--- config.mk ---
export PLATFORM = sky130hd
export DESIGN_NAME = paddle_input_controller_flat
export DESIGN_NICKNAME = d
export VERILOG_FILES = /design/src/rtl/paddle_input_controller_pkg.sv /design/src/rtl/paddle_input_controller_if.sv /design/src/rtl/paddle_input_controller_button_debouncer.sv /design/src/rtl/paddle_input_controller.sv /design/src/flat_wrapper.sv
export SDC_FILE = /design/constraint.sdc
export NUM_CORES = 1
export LEC_CHECK = 0
export CORE_ASPECT_RATIO = 0.5
export CORE_MARGIN = 4
export CORE_UTILIZATION = 55
export CTS_CLUSTER_SIZE = 24
export DETAILED_ROUTE_END_ITERATION = 7
export PLACE_DENSITY_LB_ADDON = 0.3
export SYNTH_ARGS = -nofsm -noshare
export SYNTH_HDL_FRONTEND = slang
export SYNTH_HIERARCHICAL = 1
export SYNTH_SLANG_ARGS = --single-unit
--- constraint.sdc ---
create_clock -name clk -period 2.8 [get_ports clk]
set_clock_uncertainty 0.2 [all_clocks]
set_input_delay 0.56 -clock clk [delete_from_list [all_inputs] [get_ports clk]]
set_output_delay 0.56 -clock clk [all_outputs]
set_load 0.02 [all_outputs]
--- src/rtl/paddle_input_controller_pkg.sv ---
// Shared constants and helpers for the paddle input path.
// Contents:
//   SCREEN_H, PADDLE_* defaults, LOC_W (paddle position width)
//   dir_e   : decoded movement direction (NONE / UP / DOWN, 2 bits)
//   step_loc: one clamped movement step, computed in 11 bits so it never wraps
package paddle_input_controller_pkg;

    localparam int unsigned SCREEN_H              = 480;
    localparam int unsigned PADDLE_HEIGHT_DEFAULT = 64;
    localparam int unsigned PADDLE_STEP_DEFAULT   = 4;
    localparam int unsigned PADDLE_INIT_DEFAULT   = 208;
    localparam int unsigned LOC_W                 = 10;

    typedef enum logic [1:0] {
        DIR_NONE = 2'b00,
        DIR_UP   = 2'b01,
        DIR_DOWN = 2'b10
    } dir_e;

    // Moves loc one step in dir and clamps the result into [min_loc, max_loc].
    function automatic logic [LOC_W-1:0] step_loc(
        input logic [LOC_W-1:0] loc,
        input dir_e             dir,
        input int unsigned      step,
        input int unsigned      min_loc,
        input int unsigned      max_loc
    );
        logic [LOC_W:0]   wide;
        logic [LOC_W-1:0] result;
        wide   = {1'b0, loc};
        result = loc;
        case (dir)
            DIR_UP: begin
                if (wide < 11'(min_loc + step))
                    result = LOC_W'(min_loc);
                else
                    result = LOC_W'(wide - 11'(step));
            end
            DIR_DOWN: begin
                if (wide + 11'(step) > 11'(max_loc))
                    result = LOC_W'(max_loc);
                else
                    result = LOC_W'(wide + 11'(step));
            end
            default: result = loc;
        endcase
        return result;
    endfunction

endpackage

--- src/rtl/paddle_input_controller_if.sv ---
// Player-side bundle of the paddle input controller.
//   inputs to the controller : btn_up_raw, btn_down_raw, step_en, freeze, center
//   outputs of the controller: paddle_loc[9:0], up_db, down_db, moving, at_top, at_bottom
// Modports: master = stimulus / game side, slave = paddle_input_controller.
interface paddle_input_controller_if;
    import paddle_input_controller_pkg::*;

    logic             btn_up_raw;
    logic             btn_down_raw;
    logic             step_en;
    logic             freeze;
    logic             center;
    logic [LOC_W-1:0] paddle_loc;
    logic             up_db;
    logic             down_db;
    logic             moving;
    logic             at_top;
    logic             at_bottom;

    modport master (
        output btn_up_raw, btn_down_raw, step_en, freeze, center,
        input  paddle_loc, up_db, down_db, moving, at_top, at_bottom
    );

    modport slave (
        input  btn_up_raw, btn_down_raw, step_en, freeze, center,
        output paddle_loc, up_db, down_db, moving, at_top, at_bottom
    );

endinterface

--- src/rtl/paddle_input_controller_button_debouncer.sv ---
// Single-button conditioner: 2-flop synchronizer followed by a
// consecutive-sample debounce counter.
// Ports:
//   clk, reset_n : clock, synchronous active-low reset
//   btn_raw      : asynchronous bouncy button
//   btn_db       : debounced level, flips after DEBOUNCE_CYCLES disagreeing samples
module button_debouncer #(
    parameter int unsigned DEBOUNCE_CYCLES = 4
) (
    input  logic clk,
    input  logic reset_n,
    input  logic btn_raw,
    output logic btn_db
);

    localparam logic [3:0] CNT_LAST = 4'(DEBOUNCE_CYCLES - 1);

    logic [1:0] sync_q;
    logic [3:0] cnt_q;
    logic       db_q;

    always_ff @(posedge clk) begin
        if (!reset_n) begin
            sync_q <= '0;
            cnt_q  <= '0;
            db_q   <= 1'b0;
        end else begin
            sync_q <= {sync_q[0], btn_raw};
            // Any agreeing sample restarts the count, so only an unbroken
            // run of DEBOUNCE_CYCLES disagreeing samples flips the level.
            if (sync_q[1] == db_q) begin
                cnt_q <= '0;
            end else if (cnt_q == CNT_LAST) begin
                db_q  <= sync_q[1];
                cnt_q <= '0;
            end else begin
                cnt_q <= cnt_q + 4'd1;
            end
        end
    end

    assign btn_db = db_q;

endmodule

--- src/rtl/paddle_input_controller.sv ---
// Turns one player's raw up/down buttons into a debounced, rate-limited,
// clamped paddle top-edge position (screen y grows downward).
// Ports:
//   clk      : game clock, all logic on posedge
//   reset_n  : synchronous active-low reset
//   bus      : slave side of paddle_input_controller_if
//              (buttons, step_en, freeze, center in; paddle_loc, up_db,
//               down_db, moving, at_top, at_bottom out)
module paddle_input_controller
    import paddle_input_controller_pkg::*;
#(
    parameter int unsigned DEBOUNCE_CYCLES = 4,
    parameter int unsigned PADDLE_STEP     = PADDLE_STEP_DEFAULT,
    parameter int unsigned PADDLE_HEIGHT   = PADDLE_HEIGHT_DEFAULT,
    parameter int unsigned PADDLE_MIN      = 0,
    parameter int unsigned PADDLE_MAX      = SCREEN_H - PADDLE_HEIGHT,
    parameter int unsigned PADDLE_INIT     = PADDLE_INIT_DEFAULT
) (
    input  logic                       clk,
    input  logic                       reset_n,
    paddle_input_controller_if.slave   bus
);

    logic             up_db;
    logic             down_db;
    dir_e             dir;
    logic [LOC_W-1:0] loc_q;
    logic [LOC_W-1:0] loc_next;
    logic             moving_q;

    button_debouncer #(.DEBOUNCE_CYCLES(DEBOUNCE_CYCLES)) u_up_db (
        .clk     (clk),
        .reset_n (reset_n),
        .btn_raw (bus.btn_up_raw),
        .btn_db  (up_db)
    );

    button_debouncer #(.DEBOUNCE_CYCLES(DEBOUNCE_CYCLES)) u_down_db (
        .clk     (clk),
        .reset_n (reset_n),
        .btn_raw (bus.btn_down_raw),
        .btn_db  (down_db)
    );

    // Both buttons held cancel out.
    always_comb begin
        dir = DIR_NONE;
        if (up_db && !down_db)
            dir = DIR_UP;
        else if (down_db && !up_db)
            dir = DIR_DOWN;
    end

    // center beats freeze, freeze beats a step.
    always_comb begin
        loc_next = loc_q;
        if (bus.center)
            loc_next = LOC_W'(PADDLE_INIT);
        else if (!bus.freeze && bus.step_en && dir != DIR_NONE)
            loc_next = step_loc(loc_q, dir, PADDLE_STEP, PADDLE_MIN, PADDLE_MAX);
    end

    always_ff @(posedge clk) begin
        if (!reset_n) begin
            loc_q    <= LOC_W'(PADDLE_INIT);
            moving_q <= 1'b0;
        end else begin
            loc_q    <= loc_next;
            moving_q <= (loc_next != loc_q);
        end
    end

    assign bus.paddle_loc = loc_q;
    assign bus.up_db      = up_db;
    assign bus.down_db    = down_db;
    assign bus.moving     = moving_q;
    assign bus.at_top     = (loc_q == LOC_W'(PADDLE_MIN));
    assign bus.at_bottom  = (loc_q == LOC_W'(PADDLE_MAX));

endmodule

--- src/flat_wrapper.sv ---
// flat-port wrapper written by rule: the top's interface ports become plain ports
module paddle_input_controller_flat import paddle_input_controller_pkg::*;
#(
    parameter int unsigned DEBOUNCE_CYCLES = 4,
    parameter int unsigned PADDLE_STEP     = PADDLE_STEP_DEFAULT,
    parameter int unsigned PADDLE_HEIGHT   = PADDLE_HEIGHT_DEFAULT,
    parameter int unsigned PADDLE_MIN      = 0,
    parameter int unsigned PADDLE_MAX      = SCREEN_H - PADDLE_HEIGHT,
    parameter int unsigned PADDLE_INIT     = PADDLE_INIT_DEFAULT
)
  (clk, reset_n, bus_btn_up_raw, bus_btn_down_raw, bus_step_en, bus_freeze, bus_center, bus_paddle_loc, bus_up_db, bus_down_db, bus_moving, bus_at_top, bus_at_bottom);
  paddle_input_controller_if bus_i ();
  input  logic clk;
  input  logic reset_n;
  input wire logic [$bits(bus_i.btn_up_raw)-1:0] bus_btn_up_raw;
  input wire logic [$bits(bus_i.btn_down_raw)-1:0] bus_btn_down_raw;
  input wire logic [$bits(bus_i.step_en)-1:0] bus_step_en;
  input wire logic [$bits(bus_i.freeze)-1:0] bus_freeze;
  input wire logic [$bits(bus_i.center)-1:0] bus_center;
  output wire logic [$bits(bus_i.paddle_loc)-1:0] bus_paddle_loc;
  output wire logic [$bits(bus_i.up_db)-1:0] bus_up_db;
  output wire logic [$bits(bus_i.down_db)-1:0] bus_down_db;
  output wire logic [$bits(bus_i.moving)-1:0] bus_moving;
  output wire logic [$bits(bus_i.at_top)-1:0] bus_at_top;
  output wire logic [$bits(bus_i.at_bottom)-1:0] bus_at_bottom;
  assign bus_i.btn_up_raw = bus_btn_up_raw;
  assign bus_i.btn_down_raw = bus_btn_down_raw;
  assign bus_i.step_en = bus_step_en;
  assign bus_i.freeze = bus_freeze;
  assign bus_i.center = bus_center;
  assign bus_paddle_loc = bus_i.paddle_loc;
  assign bus_up_db = bus_i.up_db;
  assign bus_down_db = bus_i.down_db;
  assign bus_moving = bus_i.moving;
  assign bus_at_top = bus_i.at_top;
  assign bus_at_bottom = bus_i.at_bottom;
  paddle_input_controller #(.DEBOUNCE_CYCLES(DEBOUNCE_CYCLES), .PADDLE_STEP(PADDLE_STEP), .PADDLE_HEIGHT(PADDLE_HEIGHT), .PADDLE_MIN(PADDLE_MIN), .PADDLE_MAX(PADDLE_MAX), .PADDLE_INIT(PADDLE_INIT)) u_core (.clk(clk), .reset_n(reset_n), .bus(bus_i));
endmodule
Word-level counts from Yosys, hierarchy flattened
Index checks and enable logic that the tools add are counted.

operators by class
  $add $sub $neg = 4
  reductions and logical operators = 13
  magnitude comparators = 2
  equality and inequality tests = 8
  bitwise operators = 3
  mux-type cells = 7

operators by type and width
  cell                   number
  $mux 10                4
  $pmux 10 s2            1
  $add 10x3->11 const B  1
  $gt 11x9->1 const B    1
  $eq 10x9->1 const B    1
  $logic_not 10->1       1
  $lt 10x3->1 const B    1
  $ne 10x10->1           1
  $sub 10x3->10 const B  1
  $add 4x1->4 const B    2
  $eq 4x2->1 const B     2
  $reduce_or 3->1        2
  $logic_and 1x1->1      4
  $mux 2                 2
  $reduce_and 2->1       2
  $logic_not 1->1        3
  $not 1->1              3
  $eq 1x1->1             2
  $eq 2x1->1 const B     1
  $eq 2x2->1 const B     1
  $reduce_bool 2->1      1

storage, ports and cells
  bits of input ports = 7
  flip-flop bits (word level) = 25
  output and inout port bits = 15

Logic depth before layout (Yosys ltp)
Gate-level depths: netlist of the first run.

  depth in word-level cells = 9
  mapped depth = 11

Modules after synthesis
Netlist of the first run, hierarchy kept.

by module, submodules not included
  module                   instances  area an instance (um^2)  cells an instance
  paddle_input_controller  1          1317.5                   187
  button_debouncer         2          245.2                    23

Worst setup path before layout of the first run
Ideal clock, no wire load.

  kind = reg2reg
  start point = register u_core.u_up_db.db_q (netlist: u_core/u_up_db/btn_db)
  end point = register u_core.moving_q (netlist: u_core/bus.moving)
  arrival time = 2328 ps
  cell stages (with the launch flop) = 11
  setup slack = 147 ps
  data required time = 2475 ps
  buffers on the path = 0
  library setup time = 125 ps
  cell sequence = dfxtp_1 -> inv_1 -> ha_1 -> or3b_2 -> nor3_1 -> a31oi_1 -> a21oi_1 -> a21oi_1 -> xor2_1 -> nand4b_1 -> o41a_1

on the way
  cells in the longest elaborated chain, start to end = 9
  elaborated cells on any way between the ends = 13

RTL lines
  item                                              line                                                              RTL
  start: declaration                                paddle_input_controller_button_debouncer.sv:20                    logic db_q;
  start signal: assignment                          paddle_input_controller_button_debouncer.sv:34                    db_q <= sync_q[1];
  $logic_not 1->1                                   paddle_input_controller.sv:50                                     else if (down_db && !up_db)
  $logic_and 1x1->1                                 paddle_input_controller.sv:50
  $mux 2                                            paddle_input_controller.sv:50
  $mux 2 (*)                                        paddle_input_controller.sv:48                                     if (up_db && !down_db)
  $eq 2x2->1 (tied with other cells)                paddle_input_controller_pkg.sv:32                                 case (dir)
  $pmux 10 s2 or $logic_and 1x1->1 (tied branches)  paddle_input_controller_pkg.sv:32, paddle_input_controller.sv:59
  $mux 10 (*)                                       paddle_input_controller.sv:59                                     else if (!bus.freeze && bus.step_en && dir != DIR_NONE)
  $mux 10 (*)                                       paddle_input_controller.sv:57                                     if (bus.center)
  $ne 10x10->1 (*)                                  paddle_input_controller.sv:69                                     moving_q <= (loc_next != loc_q);
  end signal: assignment                            paddle_input_controller.sv:69
  end: declaration                                  paddle_input_controller.sv:29                                     logic moving_q;

Every way passes the cells marked *; elsewhere a longest branch is shown, timed or not.
A chain may end at the register's enable or synchronous reset.

Worst setup path in the final report of the first run
  start point = register u_core.loc_q[3] (netlist: u_core/bus.paddle_loc[3])
  end point = output port bus_at_top

on the way
  cells in the longest elaborated chain, start to end = 1

RTL lines
  item                      line                           RTL
  start: declaration        paddle_input_controller.sv:27  logic [LOC_W-1:0] loc_q;
  start signal: assignment  paddle_input_controller.sv:65  loc_q <= LOC_W'(PADDLE_INIT);
  start signal: assignment  paddle_input_controller.sv:68  loc_q <= loc_next;
  $logic_not 10->1          paddle_input_controller.sv:77  assign bus.at_top = (loc_q == LOC_W'(PADDLE_MIN));
  end: declaration          flat_wrapper.sv:24             output wire logic [$bits(bus_i.at_top)-1:0] bus_at_top;

No other way between the ends.

==> results of run 1 <==
registers in the layout, summed over array words and instances (netlist names):
signal	count
u_core/bus.paddle_loc	10
u_core/bus.moving	1
u_core/u_up_db/cnt_q	4
u_core/u_down_db/btn_db	1
u_core/u_down_db/cnt_q	4
u_core/u_down_db/sync_q	2
u_core/u_up_db/btn_db	1
u_core/u_up_db/sync_q	2
worst paths after layout:
check / from / to / slack (ns) / cells after the start
max reg2reg: u_core/bus.paddle_loc[3] / u_core/bus.moving / 0.10 / 9
max: u_core/bus.paddle_loc[3] / bus_at_top / 0.06 / 6
min: u_core/u_down_db/sync_q[0] / u_core/u_down_db/sync_q[1] / 0.25 / 1
min reg2reg: u_core/u_down_db/sync_q[0] / u_core/u_down_db/sync_q[1] / 0.25 / 1
worst max-delay path: stages, from the launching register on:
cell             delay (ns)
dfxtp_1                0.36
buf_4                  0.17
inv_1                  0.17
ha_1                   0.18
nand3_1                0.10
nor2_1                 0.10
clkdlybuf4s50_1        0.60
per-stage QoR:
step           util [%]  area, sq um  TNS (ns)
6_report           72.6         2230         0
5_1_grt            72.6         2230         0
4_1_cts            71.7         2200         0
3_5_place_dp       70.1         2150    -0.222
3_3_place_gp       70.1         2150   -0.0917
2_1_floorplan         -         1810         0
power groups by stage:
stage	Combinational (mW)	Clock, mW	Sequential, mW
6_report	0.0266	0.235	0.360
5_1_grt	0.0290	0.262	0.361
4_1_cts	0.0264	0.243	0.360
3_5_place_dp	0.0261	0	0.369
3_3_place_gp	0.0254	0	0.369
2_1_floorplan	0.0110	0	0.368
synthesized netlist by cell type, types with 7 or more instances:
cell type and count:
o21ai_0 15, nor3_1 9, nor2_1 25, nand3_1 11
and2_1 7, a21oi_1 15, inv_1 10, nand2_1 18
ha_1 8, dfxtp_1 25
area by class of cell:
class	count	area [sq um]	area share (%)
clock inverters	1	8.76	0.393
well taps	40	50.0	2.25
inverters	10	37.5	1.69
flip-flops and latches	25	504	22.7
clock buffers	3	41.3	1.85
multi-input cells	183	1200	54.0
repair buffers	44	382	17.1
what timing repair did:
item | in CTS | in global routing
setup endpoints to repair | 1 | 1
gates resized for setup | 1 | 8
pin swaps | 0 | 2
cells by family after synthesis:
logic type      Yosys count  share of synthesized area (%)
compound gates           58                           21.6
xor+xnor                 10                           4.84
fa+ha+maj                 8                           5.54
buf+inv                  25                           7.13
flops                    25                           27.7
mux                       5                           2.84
simple gates            102                           30.4
routing by layer:
| layer | vias up | routed length [um] |
|---|---|---|
| li1 | 898 | - |
| met1 | 885 | 2080 |
| met2 | 111 | 2020 |
| met3 | 18 | 471 |
| met4 | 0 | 110 |
| met5 | - | 0 |
==> flow_summary_export.csv, run 1 <==
group,metric,value,unit
global_route,busiest_layer,"met2",
sta,tightest_slew,0.581,ns
synthesis,synth_seq_cells,25,
synthesis,avgSynthCellArea,7.76,sq um
global_route,grt-ovfl-total,0,
cells_and_area,nFillCells,242,
sta,min_period,2.74,ns
global_route,met2_usage,32.8,%
global_route,use_met3,5.25,%
synthesis,syn-num-nets,248,
critical_path,crit_required,2.04,ns
routing,dr.first_iter.drc_count,292,
floorplanning,core-area,3070,sq um
cells_and_area,antennaDiodeCount,0,
sta,setup_ws,0.0624,ns
hold_path,min_path_type,"register to register",
critical_path,end_kind,"primary output",
global_route,grt_max_degree,17,
sta,rsz0062_at_grt,"false",
pwr,internal-power,0.478,mW
routing,vias,1912,
placed_design,detailedPlace.worstSlack,-0.222,ns
floorplanning,die_area,4320,sq um
clocking,clock_latency,0.28,ns
cells_and_area,nets,282,
cells_and_area,layout_commonest_cell,"nor2_1",
floorplanning,row_count,14,
sta,fmax,0.365,GHz
placed_design,dp_cells,302,
synthesis,synth_edf_count,0,
sta,post-route-period-util,97.8,%
clocking,cts_made_buffers,3,
routing,wl,4680,um
routing,first_pass_iters,5,
sta,setup_viol,0,
synthesis,yosysTopAreaCellShare,27.7,%
cells_and_area,final_cell_mix,"nor2_1, buf_4, dfxtp_1, clkdlybuf4s50_1, nand2_1",
sta,timing.hold.ws,0.245,ns
routing,viasPerCell,6.25,
clocking,clockBufferDepth,2,
floorplanning,ios,22,
synthesis,synth.area.top_cells,"dfxtp_1, ha_1, nor2_1",
pwr,seqPwrFrac,57.9,%
floorplanning,die_height,48.5,um
clocking,htreeDepth,1,
global_route,grt_pass1_vias,1604,
critical_path,criticalPathCategory,"register to primary output",
clocking,cts-root-buf,"clkbuf_8",
clocking,clk_pin_slew,0.10,ns
cells_and_area,syn_to_final_growth,23.1,%
clocking,postCtsHoldBufs,0,
synthesis,ys_warn_count,6,
global_route,grt_pass1_wl,7580,um
sta,finalHoldViolCount,0,
global_route,antenna_found_initial,0,
sta,slew_violations,0,
synthesis,async_flop_share,0,%
floorplanning,fp.dieW,89.1,um
cells_and_area,final_cells,306,
synthesis,synth_top_area_cell,"dfxtp_1",
cells_and_area,drive_above_1_share,16.9,%
critical_path,cp_max_fo,7,
floorplanning,initial_core_util,59.0,%
global_route,met1_usage,31.1,%
pwr,swShare,23.2,%
pwr,irDropWorstVdd,371,uV
synthesis,ys_types,57,
placed_design,gp_congestion,0.958,
global_route,grt.total_usage,21.9,%
placed_design,hpwl,3470,um
clocking,cts.sinks,25,
placed_design,port_buffers,21,
clocking,post-cts-setup-buffers,0,
status,status,"finished clean",
pwr,power_density,280,nW/um^2
pwr,comb_power_share,4.3,%
pwr,p_sw,0.145,mW
pwr,p_clk_share,37.8,%
pwr,power,0.622,mW
synthesis,synth_ff_type,"dfxtp_1",
clocking,cts_tree,"built",
flow_run,maxCapViolations,0,
routing,ant_nets,0,
sta,slew-limit-headroom,61.0,%
critical_path,cp.arrival,1.98,ns
synthesis,synthCells,233,
pwr,leakage,0.827,nW
critical_path,critPathLaunchType,"register",
routing,wl_per_cell,15.3,um
synthesis,netlist_area,1810,sq um
synthesis,ys_seq_area_share,27.7,%
routing,remaining_drc_errors,0,
(Power assumes the default switching activity.)
==> run 2, diff against run 1 <==
- HOLD_SLACK_MARGIN: unset -> 0.06
- SKIP_LAST_GASP: unset -> 1
==> results of run 2 <==
Same layout as run 1: the final DEF is identical, and so are final timing and power.
